$ cat config.mk
export PLATFORM = sky130hd
export DESIGN_NAME = pc_redirect_unit
export DESIGN_NICKNAME = d
export VERILOG_FILES = /design/src/rtl/pc_pkg.sv /design/src/rtl/npc_calc.sv /design/src/rtl/pc_redirect_unit.sv
export SDC_FILE = /design/constraint.sdc
export NUM_CORES = 1
export LEC_CHECK = 0
export CORE_ASPECT_RATIO = 0.75
export CORE_MARGIN = 2
export CORE_UTILIZATION = 30
export CTS_BUF_LIST = sky130_fd_sc_hd__clkbuf_8 sky130_fd_sc_hd__clkbuf_16
export DETAILED_ROUTE_END_ITERATION = 8
export HOLD_SLACK_MARGIN = 0.06
export SLEW_MARGIN = 20
export SYNTH_ARGS = -nofsm -noshare
export SYNTH_HDL_FRONTEND = slang
export SYNTH_HIERARCHICAL = 1
export SYNTH_SLANG_ARGS = --single-unit
$ cat constraint.sdc
create_clock -name clk_i -period 2.1 [get_ports clk_i]
set_clock_uncertainty 0.2 [all_clocks]
set_input_delay 0.21 -clock clk_i [delete_from_list [all_inputs] [get_ports clk_i]]
set_output_delay 0.21 -clock clk_i [all_outputs]
set_load 0.05 [all_outputs]
$ cat src/rtl/pc_pkg.sv
// Shared next-PC encodings and fixed addresses for the fetch PC generator.
package pc_pkg;

  localparam logic [1:0] NPC_SEQ = 2'd0;
  localparam logic [1:0] NPC_BR  = 2'd1;
  localparam logic [1:0] NPC_J   = 2'd2;
  localparam logic [1:0] NPC_JR  = 2'd3;

  localparam logic [31:0] EXC_VECTOR       = 32'h0000_4180;
  localparam logic [31:0] DEFAULT_RESET_PC = 32'h0000_3000;

endpackage

$ cat src/rtl/npc_calc.sv
// Combinational redirect target for one source: refetch, branch, jump or register jump.
module npc_calc import pc_pkg::*; #(
  parameter int unsigned WIDTH = 32
) (
  input  logic [1:0]       sel_i,
  input  logic [WIDTH-1:0] base_i,
  input  logic [15:0]      imm16_i,
  input  logic [25:0]      index_i,
  input  logic [WIDTH-1:0] reg_i,
  output logic [WIDTH-1:0] target_o
);

  logic [WIDTH-1:0] base_plus4;
  logic [WIDTH-1:0] br_off;

  assign base_plus4 = base_i + WIDTH'(4);
  assign br_off     = {{(WIDTH-18){imm16_i[15]}}, imm16_i, 2'b00};

  always_comb begin
    unique case (sel_i)
      NPC_BR:  target_o = base_plus4 + br_off;
      NPC_J:   target_o = {base_plus4[WIDTH-1:28], index_i, 2'b00};
      NPC_JR:  target_o = reg_i;
      default: target_o = base_i;
    endcase
  end

endmodule

$ cat src/rtl/pc_redirect_unit.sv
// Fetch PC generator with prioritised redirects and a one-entry stall buffer.
// Optional misaligned-target trap enabled by defining PC_ALIGN_CHK_EN.
module pc_redirect_unit import pc_pkg::*; #(
  parameter int unsigned      WIDTH    = 32,
  parameter int unsigned      NUM_SRC  = 2,
  parameter logic [WIDTH-1:0] RESET_PC = WIDTH'(DEFAULT_RESET_PC)
) (
  input  logic                   clk_i,
  input  logic                   reset_i,
  input  logic                   stall_i,
  input  logic [NUM_SRC-1:0]     req_valid_i,
  input  logic [2*NUM_SRC-1:0]   req_sel_i,
  input  logic [WIDTH*NUM_SRC-1:0] req_base_i,
  input  logic [16*NUM_SRC-1:0]  req_imm16_i,
  input  logic [26*NUM_SRC-1:0]  req_index_i,
  input  logic [WIDTH*NUM_SRC-1:0] req_reg_i,
  output logic [WIDTH-1:0]       pc_o,
  output logic [WIDTH-1:0]       pc_plus4_o,
  output logic                   pending_o,
`ifdef PC_ALIGN_CHK_EN
  output logic                   align_exc_o,
`endif
  output logic                   redirect_taken_o
);

  logic [WIDTH-1:0] tgt [NUM_SRC];

  for (genvar g = 0; g < NUM_SRC; g++) begin : g_src
    npc_calc #(.WIDTH(WIDTH)) u_npc_calc (
      .sel_i    (req_sel_i[2*g +: 2]),
      .base_i   (req_base_i[WIDTH*g +: WIDTH]),
      .imm16_i  (req_imm16_i[16*g +: 16]),
      .index_i  (req_index_i[26*g +: 26]),
      .reg_i    (req_reg_i[WIDTH*g +: WIDTH]),
      .target_o (tgt[g])
    );
  end

  logic             win_valid;
  logic [WIDTH-1:0] win_tgt;

  // Scan downwards so the lowest valid index is written last and wins.
  always_comb begin
    win_valid = 1'b0;
    win_tgt   = '0;
    for (int i = NUM_SRC - 1; i >= 0; i--) begin
      if (req_valid_i[i]) begin
        win_valid = 1'b1;
        win_tgt   = tgt[i];
      end
    end
  end

  logic [WIDTH-1:0] pc_q, pc_d, ptgt_q, ptgt_d, load_tgt;
  logic             pending_q, pending_d, taken_q, taken_d, load;

  assign pc_plus4_o = pc_q + WIDTH'(4);

  always_comb begin
    pc_d      = pc_q;
    pending_d = pending_q;
    ptgt_d    = ptgt_q;
    load      = 1'b0;
    load_tgt  = win_tgt;
    if (stall_i) begin
      if (win_valid) begin
        pending_d = 1'b1;
        ptgt_d    = win_tgt;
      end
    end else if (win_valid) begin
      load      = 1'b1;
      pending_d = 1'b0;
    end else if (pending_q) begin
      load      = 1'b1;
      load_tgt  = ptgt_q;
      pending_d = 1'b0;
    end else begin
      pc_d = pc_plus4_o;
    end
    if (load) begin
      pc_d = load_tgt;
    end
    taken_d = load;
  end

`ifdef PC_ALIGN_CHK_EN
  logic align_q, align_d;
  logic [WIDTH-1:0] pc_chk_d;

  always_comb begin
    align_d  = load && (load_tgt[1:0] != 2'b00);
    pc_chk_d = align_d ? WIDTH'(EXC_VECTOR) : pc_d;
  end

  always_ff @(posedge clk_i or posedge reset_i) begin
    if (reset_i) begin
      align_q <= 1'b0;
    end else begin
      align_q <= align_d;
    end
  end

  assign align_exc_o = align_q;
`else
  logic [WIDTH-1:0] pc_chk_d;
  assign pc_chk_d = pc_d;
`endif

  always_ff @(posedge clk_i or posedge reset_i) begin
    if (reset_i) begin
      pc_q      <= RESET_PC;
      pending_q <= 1'b0;
      ptgt_q    <= '0;
      taken_q   <= 1'b0;
    end else begin
      pc_q      <= pc_chk_d;
      pending_q <= pending_d;
      ptgt_q    <= ptgt_d;
      taken_q   <= taken_d;
    end
  end

  assign pc_o             = pc_q;
  assign pending_o        = pending_q;
  assign redirect_taken_o = taken_q;

endmodule
# [Yosys cells after proc, flatten, opt, wreduce, memory -nomap -nowiden]
# Cells that the tools add are included.
[word_totals] reg_bits=66 word_cells=39
[op_classes] add_sub_neg=5 eq_ne=10 mux=18 n_reduce_logical=2
[ops] operator="two-way mux 32 bit" count=9
[ops] operator="one-hot mux 32 bit (3 select lines)" count=2
[ops] operator="adder 32 x 3 -> 32 bit (second input constant)" count=3
[ops] operator="adder 32 bit" count=2
[ops] operator="equality test 2 bit (second input constant)" count=4
[ops] operator="inequality test 2 x 1 -> 1 bit (second input constant)" count=4
[ops] operator="two-way mux 1 bit" count=7
[ops] operator="equality test 2 x 1 -> 1 bit (second input constant)" count=2
[ops] operator="AND reduction 3 bit" count=1
[ops] operator="AND reduction 2 bit" count=1

# [Longest topological paths before layout]
# Gate-level depths: netlist of the first run.
[depth] word_depth=9 depth_mapped=22

# [Hierarchy]
# The synthesis of the first run kept the hierarchy.
[modules_own_cells] mod="pc_redirect_unit" instances=1 cells_per_inst=571 area_each_um2=4707.0
[modules_own_cells] mod="npc_calc at g_src[0].u_npc_calc" instances=1 cells_per_inst=380 area_each_um2=3045.4
[modules_own_cells] mod="npc_calc at g_src[1].u_npc_calc" instances=1 cells_per_inst=350 area_each_um2=2841.5

# [Least setup slack after synthesis of the first run]
# No wires, ideal clock.
[synth_path] path_type="input to register" from="input port req_base_i[9]" to="register pc_q[27], in the netlist pc_o[27]" setup_time_ns=0.132 t_arrival_ns=4.136 setup_slack_ns=-2.368 path_stages=18 path_cell_list="and4_1 and3_1 and2_1 and3_1 and3_1 nand2_1 xnor2_1 ha_1 clkbuf_1 a21o_1 or4b_1 o22ai_2 o31a_2 xnor2_1 mux4_2 a222oi_1 o211ai_1 or3b_1"
[synth_rtl] element="from (decl)" line_no="pc_redirect_unit.sv:13" source="input logic [WIDTH*NUM_SRC-1:0] req_base_i,"
[synth_rtl] element="to (signal assigned)" line_no="pc_redirect_unit.sv:116" source="pc_q <= pc_chk_d;"
[synth_rtl] element="to (decl)" line_no="pc_redirect_unit.sv:54" source="logic [WIDTH-1:0] pc_q, pc_d, ptgt_q, ptgt_d, load_tgt;"

==> results of run 1 <==
placed cells by master (no fill, tap or decap), types with 14 or more instances in the layout:
cell / count
a21o_1: 19
nand3_4: 14
xnor2_2: 20
buf_4: 499
nand3_1: 38
nor2_1: 56
nand3b_1: 16
o21ai_0: 24
mux4_2: 49
a21oi_2: 27
nand4_1: 35
o21ai_1: 28
buf_12: 39
buf_6: 91
dfrtp_2: 21
inv_1: 44
clkdlybuf4s50_1: 184
o21ai_2: 17
ha_1: 55
a21oi_1: 68
dfrtp_1: 43
xor2_4: 16
and3_1: 14
xnor2_1: 64
xor2_1: 18
nand2_1: 97
o22ai_1: 30
stage by stage:
step / hold slack [ps] / utilization / cell area (sq um) / TNS, ps
after floorplan: 247.0 / - / 11570 / -70510
after global placement: 266.2 / 0.5219 / 18140 / -122330
after detailed placement: 283.2 / 0.5219 / 18140 / -125370
after CTS: 102.7 / 0.5750 / 19990 / -81310
after global routing: 133.9 / 0.6080 / 21140 / -94900
final: 75.25 / 0.6080 / 21140 / -86450
final cells by class:
cell class                 count  area share
multi-input combinational   1090      0.5046
sequential                    66     0.07966
tap                          457     0.02705
timing repair buffer         844      0.3644
clock inverter                 5    0.002190
inverter                      56     0.01006
clock buffer                  11     0.01195
layer usage:
layer  part of all wire  wire (um)
met5                  0          0
met4              0.026       1333
met3              0.077       4000
met2               0.46      23740
met1               0.44      22550
flip-flops by register name, summed over array words and instances (netlist names):
register          count
pc_o                 32
ptgt_q               32
pending_o             1
redirect_taken_o      1
cells by family after synthesis:
family                     synth area share
AOI/OAI and AO/OA                    0.2514
DFF                                  0.1561
buffers and inverters               0.06295
and+or+nand+nor                      0.2189
xor gates and xnor gates             0.1133
adders and majority gates           0.08527
muxes                                0.1121
how the worst max path moves through the flow:
stage | start | to | depth (start not counted)
3_3_place_gp | req_base_i[10] | pc_o[27]$_DFFE_PP0P_ | 19
6_report | req_base_i[11] | pc_o[27]$_DFFE_PP0P_ | 18
2_1_floorplan | req_base_i[12] | pc_o[27]$_DFFE_PP0P_ | 18
5_1_grt | req_base_i[11] | pc_o[27]$_DFFE_PP0P_ | 18
3_5_place_dp | req_base_i[10] | pc_o[27]$_DFFE_PP0P_ | 19
4_1_cts | req_base_i[10] | pc_o[27]$_DFFE_PP0P_ | 19
repair_timing:
| item | 4_1_cts | 5_1_grt |
|---|---|---|
| buffers inserted | 73 | 61 |
| hold buffers | 1 | 0 |
| endpoints found under the setup margin | 86 | 84 |
| pin swaps | 169 | 154 |
| endpoints found under the hold margin | 1 | 0 |
| resized for setup | 341 | 178 |
worst max-delay path, stage by stage:
cell	delay, ps
buf_6	70
and4_4	220
and3_4	170
and2_4	150
and3_4	180
and3_4	210
nand2_2	50
xnor2_1	120
ha_1	320
a21o_1	200
or4b_4	500
o22ai_4	160
o31a_2	200
xnor2_1	60
mux4_2	500
a222oi_1	330
o211ai_1	140
or3b_1	370
power groups by stage:
stage / clock (mW) / combinational, mW / sequential (mW)
after global placement: 0 / 6.14 / 1.68
after floorplan: 0 / 2.87 / 2.16
final: 1.54 / 7.33 / 1.70
after detailed placement: 0 / 6.22 / 1.69
after CTS: 1.56 / 6.76 / 1.68
after global routing: 1.62 / 7.68 / 1.72
==> qor.csv, run 1 <==
stage,metric,value,unit
outcome,outcome,"finished, violations left",
outcome,violations,setup timing,
timing,period_share,1.975,
routing,vias,13980,
logic_synthesis,synth.largest_area_cell,dfrtp_1,
logic_synthesis,syn_inst,1301,
place,portBuffers,286,
timing,period_needed,4149,ps
layout,synthToLayoutAreaGrowth,99.56,%
routing,first_pass_iters,6,
global_routing,grt_util_met2,0.4122,
place,routabilityCongestion,0.9731,
floorplan,start_util,0.3047,
logic_synthesis,syn_nets,1593,
power,clockPowerShare,0.146,
global_routing,grt.total_usage,0.2594,
layout,drive_gt1_frac,0.5116,
timing,rsz0062_at_grt,true,
timing,clock.fmax,241.0,MHz
setup_path,cp.arrival,4160,ps
routing,wl_per_cell,20.41,um
logic_synthesis,synthFlopType,dfrtp_1,
routing,drc,0,
clock_network,cts_buffers,9,
power,p_sw,4.505,mW
power,pwr_density_cell,499.9,mW/mm^2
layout,multi_input_area,0.01067,sq mm
layout,fillers,2766,
setup_path,crit_required,2110,ps
power,power.leakage,9.066,nW
logic_synthesis,async_flop_share,1.000,
global_routing,busiest_layer,met2,
setup_path,worstRegToRegCells,7,
setup_path,cp-start-kind,input port,
run,drv_cap,0,
power,pwr-share-comb,0.693,
place,placed_cells,2407,
global_routing,grt_pass1_vias,13760,
timing,maxSlewHeadroom,0.6632,
place,hpwlAfterDp,40170,um
timing,slew_viol_final,0,
clock_network,cts_root_buffer,clkbuf_16,
routing,via_per_inst,5.529,
logic_synthesis,yosys_warnings,6,
layout,fin_cells,2529,
logic_synthesis,synth-seq-cells,66,
power,vdd_drop_max,0.6015,mV
clock_network,worstSkewPairLatency,340,ps
global_routing,grt_max_degree,67,
logic_synthesis,synth_area_leaders,"dfrtp_1 15%, mux4_2 10%, ha_1 8.1%",
timing,finalHoldViolations,0,
layout,ff_latch_area,0.001684,sq mm
logic_synthesis,synth_area,0.01059,sq mm
setup_path,r2r_slack,-340,ps
routing,detail_route.wirelength,51620,um
logic_synthesis,ys_top_cells_by_count,"116 x nand2_1, 101 x a21oi_1, 97 x xnor2_1",
timing,worstMarginPinSlew,503.6,ps
logic_synthesis,yosysSeqAreaShare,0.1561,
global_routing,use_met1,0.3687,
floorplan,pin_count,287,
floorplan,rows,59,
hold_path,hp-class,in2async,
setup_path,worstSetupEndpointType,flop,
clock_network,clock-sinks,66,
setup_path,r2r-start,pc_o[12]$_DFFE_PP1P_,
layout,fin_nets,2359,
global_routing,antenna_found_initial,0,
setup_path,cp_max_fo,3,
floorplan,die_x,221.0,um
clock_network,tritoncts,built,
logic_synthesis,syn_area_per_cell,8.143,sq um
global_routing,overflow,0,
logic_synthesis,synth_largest_type_area_fraction,0.1512,
global_routing,grtUsageMet3,0.04234,
place,place_ws,-2887,ps
timing,worst_slack,-2049,ps
logic_synthesis,synth_cell_types,94,
power,total_power,10.57,mW
layout,antenna_cells,0,
floorplan,core_area,0.03477,sq mm
routing,dr.first_iter.drc_count,1129,
timing,setup_viol,83,
setup_path,critPathKind,in2reg,
logic_synthesis,synth_edf_count,0,
logic_synthesis,yosysMostFrequentCell,nand2_1,
floorplan,die_h,166.7,um
routing,ant_nets,0,
power,sw_frac_of_total,0.4262,
global_routing,grt_pass1_wl,76550,um
power,internal-power,6.064,mW
clock_network,clkSlewWorstSetupHoldPaths,60,ps
power,sequentialPowerShare,0.160,
clock_network,htreeDepth,3,
clock_network,cts_buffer_depth,2,
floorplan,die_area,0.03685,sq mm
setup_path,rr_endpoint,pc_o[30]$_DFFE_PP0P_,
Power figures use the tool's default switching activity.
==> run 2, diff against run 1 <==
Settings changed: CORE_MARGIN 2 to 8, CORE_UTILIZATION 30 to 35, TNS_END_PERCENT set to 10.
==> run 2 against run 1 <==
  * The flow still finishes with violations (setup timing)
  * Non-clock buffer count down 74
  * Die area down 1.9%
  * Maximum frequency up 0.19%
  * Utilization up 2.1 points
  * Global-route usage up 0.48 points
  * First-iteration DRC count up 10%
  * Via count down 3.1%
  * Clock-buffer cell count unchanged
  * Clock power about the same
  * Hold slack better by 96 ps
  * Worst setup slack better by 7.9 ps
==> qor.csv, run 2 (same netlist as run 1, synthesis figures left out) <==
stage,metric,value,unit
global_routing,overflow,0,
global_routing,grt.total_usage,0.2642,
setup_path,critPathSlowestCell,or4b_4,
layout,drive_gt1_frac,0.4264,
clock_network,clkSlewWorstSetupHoldPaths,60,ps
setup_path,critPathKind,in2reg,
outcome,violations,setup timing,
setup_path,cp.arrival,4160,ps
floorplan,die_h,166.7,um
clock_network,cts_buffers,9,
routing,vias,13550,
run,drv_cap,0,
timing,clock.fmax,241.5,MHz
layout,mostFrequentLayoutCell,buf_4,
power,pwr_density_cell,516.9,mW/mm^2
setup_path,cp_max_fo,3,
routing,first_pass_iters,5,
setup_path,path_cells,buf_6 > and4_1 > and3_4 > and2_4 > and3_4 > and3_4 > nand2_2 > xnor2_1 > ha_1 > a21o_1 > or4b_4 > o22ai_4 > o31a_2 > xnor2_1 > mux4_2 > a222oi_1 > o211ai_1 > or3b_1,
floorplan,start_util,0.3531,
timing,worstMarginPinSlew,614.6,ps
floorplan,core_area,0.03000,sq mm
setup_path,worstSetupEndpointType,flop,
place,routabilityCongestion,0.9717,
timing,setup_tns,-87070,ps
setup_path,path_delay_family,simple AND/OR/NAND/NOR gates,
layout,layout_common_cells,"495 x buf_4, 190 x clkdlybuf4s50_1, 101 x nand2_1",
global_routing,antenna_found_initial,0,
place,portBuffers,286,
timing,maxSlewHeadroom,0.5898,
power,vdd_drop_max,0.3424,mV
layout,fin_nets,2285,
power,power.leakage,8.196,nW
clock_network,cts_buffer_depth,2,
clock_network,clock-sinks,66,
global_routing,grt_pass1_vias,13300,
timing,slew_viol_final,0,
layout,antenna_cells,0,
hold_path,hp-class,in2reg,
clock_network,htreeDepth,3,
floorplan,rows,55,
setup_path,cp-start-kind,input port,
routing,via_per_inst,5.651,
global_routing,grt_pass1_wl,77020,um
clock_network,cts_root_buffer,clkbuf_16,
layout,fin_cells,2397,
outcome,outcome,"finished, violations left",
routing,wl_per_cell,21.16,um
floorplan,die_x,216.9,um
setup_path,worstPathBufferInverterCount,1,
timing,rsz0062_at_grt,true,
routing,ant_nets,0,
routing,dr.first_iter.drc_count,1242,
setup_path,path_common_cell,and3_4,
routing,detail_route.wirelength,50730,um
floorplan,pin_count,287,
place,placed_cells,2336,
timing,worst_slack,-2041,ps
setup_path,crit_required,2110,ps
timing,period_needed,4141,ps
layout,synthToLayoutAreaGrowth,78.29,%
place,hpwlAfterDp,41680,um
routing,drc,0,
layout,fillers,2578,
clock_network,tritoncts,built,
global_routing,grt_max_degree,68,
setup_path,slowest_delay,500,ps
timing,setup_viol,82,
floorplan,die_area,0.03615,sq mm
timing,finalHoldViolations,0,
clock_network,worstSkewPairLatency,340,ps
timing,period_share,1.972,
-- run 2: cell types whose count changed in the layout (fill, tap and decap cells not counted), sizes merged --
cell,before,now
buf,646,568
clkbuf,13,11
clkdlybuf4s15,0,1
clkdlybuf4s50,184,190
dlygate4sd2,11,7
dlymetal6s2s,0,3
-- run 2: what timing repair did --
item                                    4_1_cts  5_1_grt
hold buffers                                  1        0
resized for setup                           268       88
endpoints found under the setup margin       83       87
buffers inserted                             29       18
pin swaps                                   130       77
hold endpoints to repair                     13        0
-- run 2: stage by stage --
stage	hold slack (ps)	setup WS (ps)	area [sq um]	util	power (mW)
2_1_floorplan	241.3	-2220	10660	-	4.700
3_3_place_gp	258.5	-2819	17120	0.5707	7.539
3_5_place_dp	263.2	-3000	17120	0.5707	7.604
4_1_cts	139.6	-2058	18350	0.6115	9.503
5_1_grt	169.0	-2149	18890	0.6295	10.20
6_report	171.3	-2041	18890	0.6295	9.763
-- run 2: layout make-up --
| cell class | count | area [sq um] | share of cell area |
|---|---|---|---|
| inverters | 56 | 210.2 | 0.01113 |
| well taps | 399 | 499.2 | 0.02643 |
| flip-flops and latches | 66 | 1654 | 0.08757 |
| clock buffers | 11 | 252.7 | 0.01338 |
| repair buffers | 770 | 6818 | 0.3610 |
| multi-input cells | 1090 | 9408 | 0.4981 |
| clock inverters | 5 | 46.29 | 0.002451 |
-- run 2: power by group --
part           switching, mW  internal (mW)
clock                  0.587          0.969
sequential             0.164           1.50
combinational           3.44           3.11
-- run 2: per-layer routing --
| metal | vias up | wire (um) | share of wire | global-route usage |
|---|---|---|---|---|
| met3 | 31 | 3747 | 0.074 | 0.05087 |
| met2 | 544 | 22750 | 0.45 | 0.4103 |
| met4 | 0 | 552 | 0.011 | 0.03581 |
| met5 | - | 0 | 0 | 0 |
| met1 | 6632 | 23690 | 0.47 | 0.3828 |
| li1 | 6339 | - | - | - |
-- run 2: path summary, 6_finish.rpt --
| check | start | endpoint | slack (ps) | depth (start not counted) |
|---|---|---|---|---|
| min | stall_i | pc_o[12]$_DFFE_PP1P_ | 170 | 4 |
| min in group asynchronous | reset_i | ptgt_q[6]$_DFFE_PP0P_ | 580 | 3 |
| max in group asynchronous | reset_i | pc_o[13]$_DFFE_PP1P_ | 560 | 4 |
| max reg2reg | pc_o[8]$_DFFE_PP0P_ | pc_o[30]$_DFFE_PP0P_ | -160 | 6 |
| max | req_base_i[12] | pc_o[27]$_DFFE_PP0P_ | -2040 | 18 |
| min reg2reg | ptgt_q[30]$_DFFE_PP0P_ | ptgt_q[30]$_DFFE_PP0P_ | 290 | 2 |
-- run 2: worst min-delay path, cell delays in order --
cell and delay [ps]:
buf_4 150, clkinv_1 80, buf_4 180, a2bb2oi_1 80
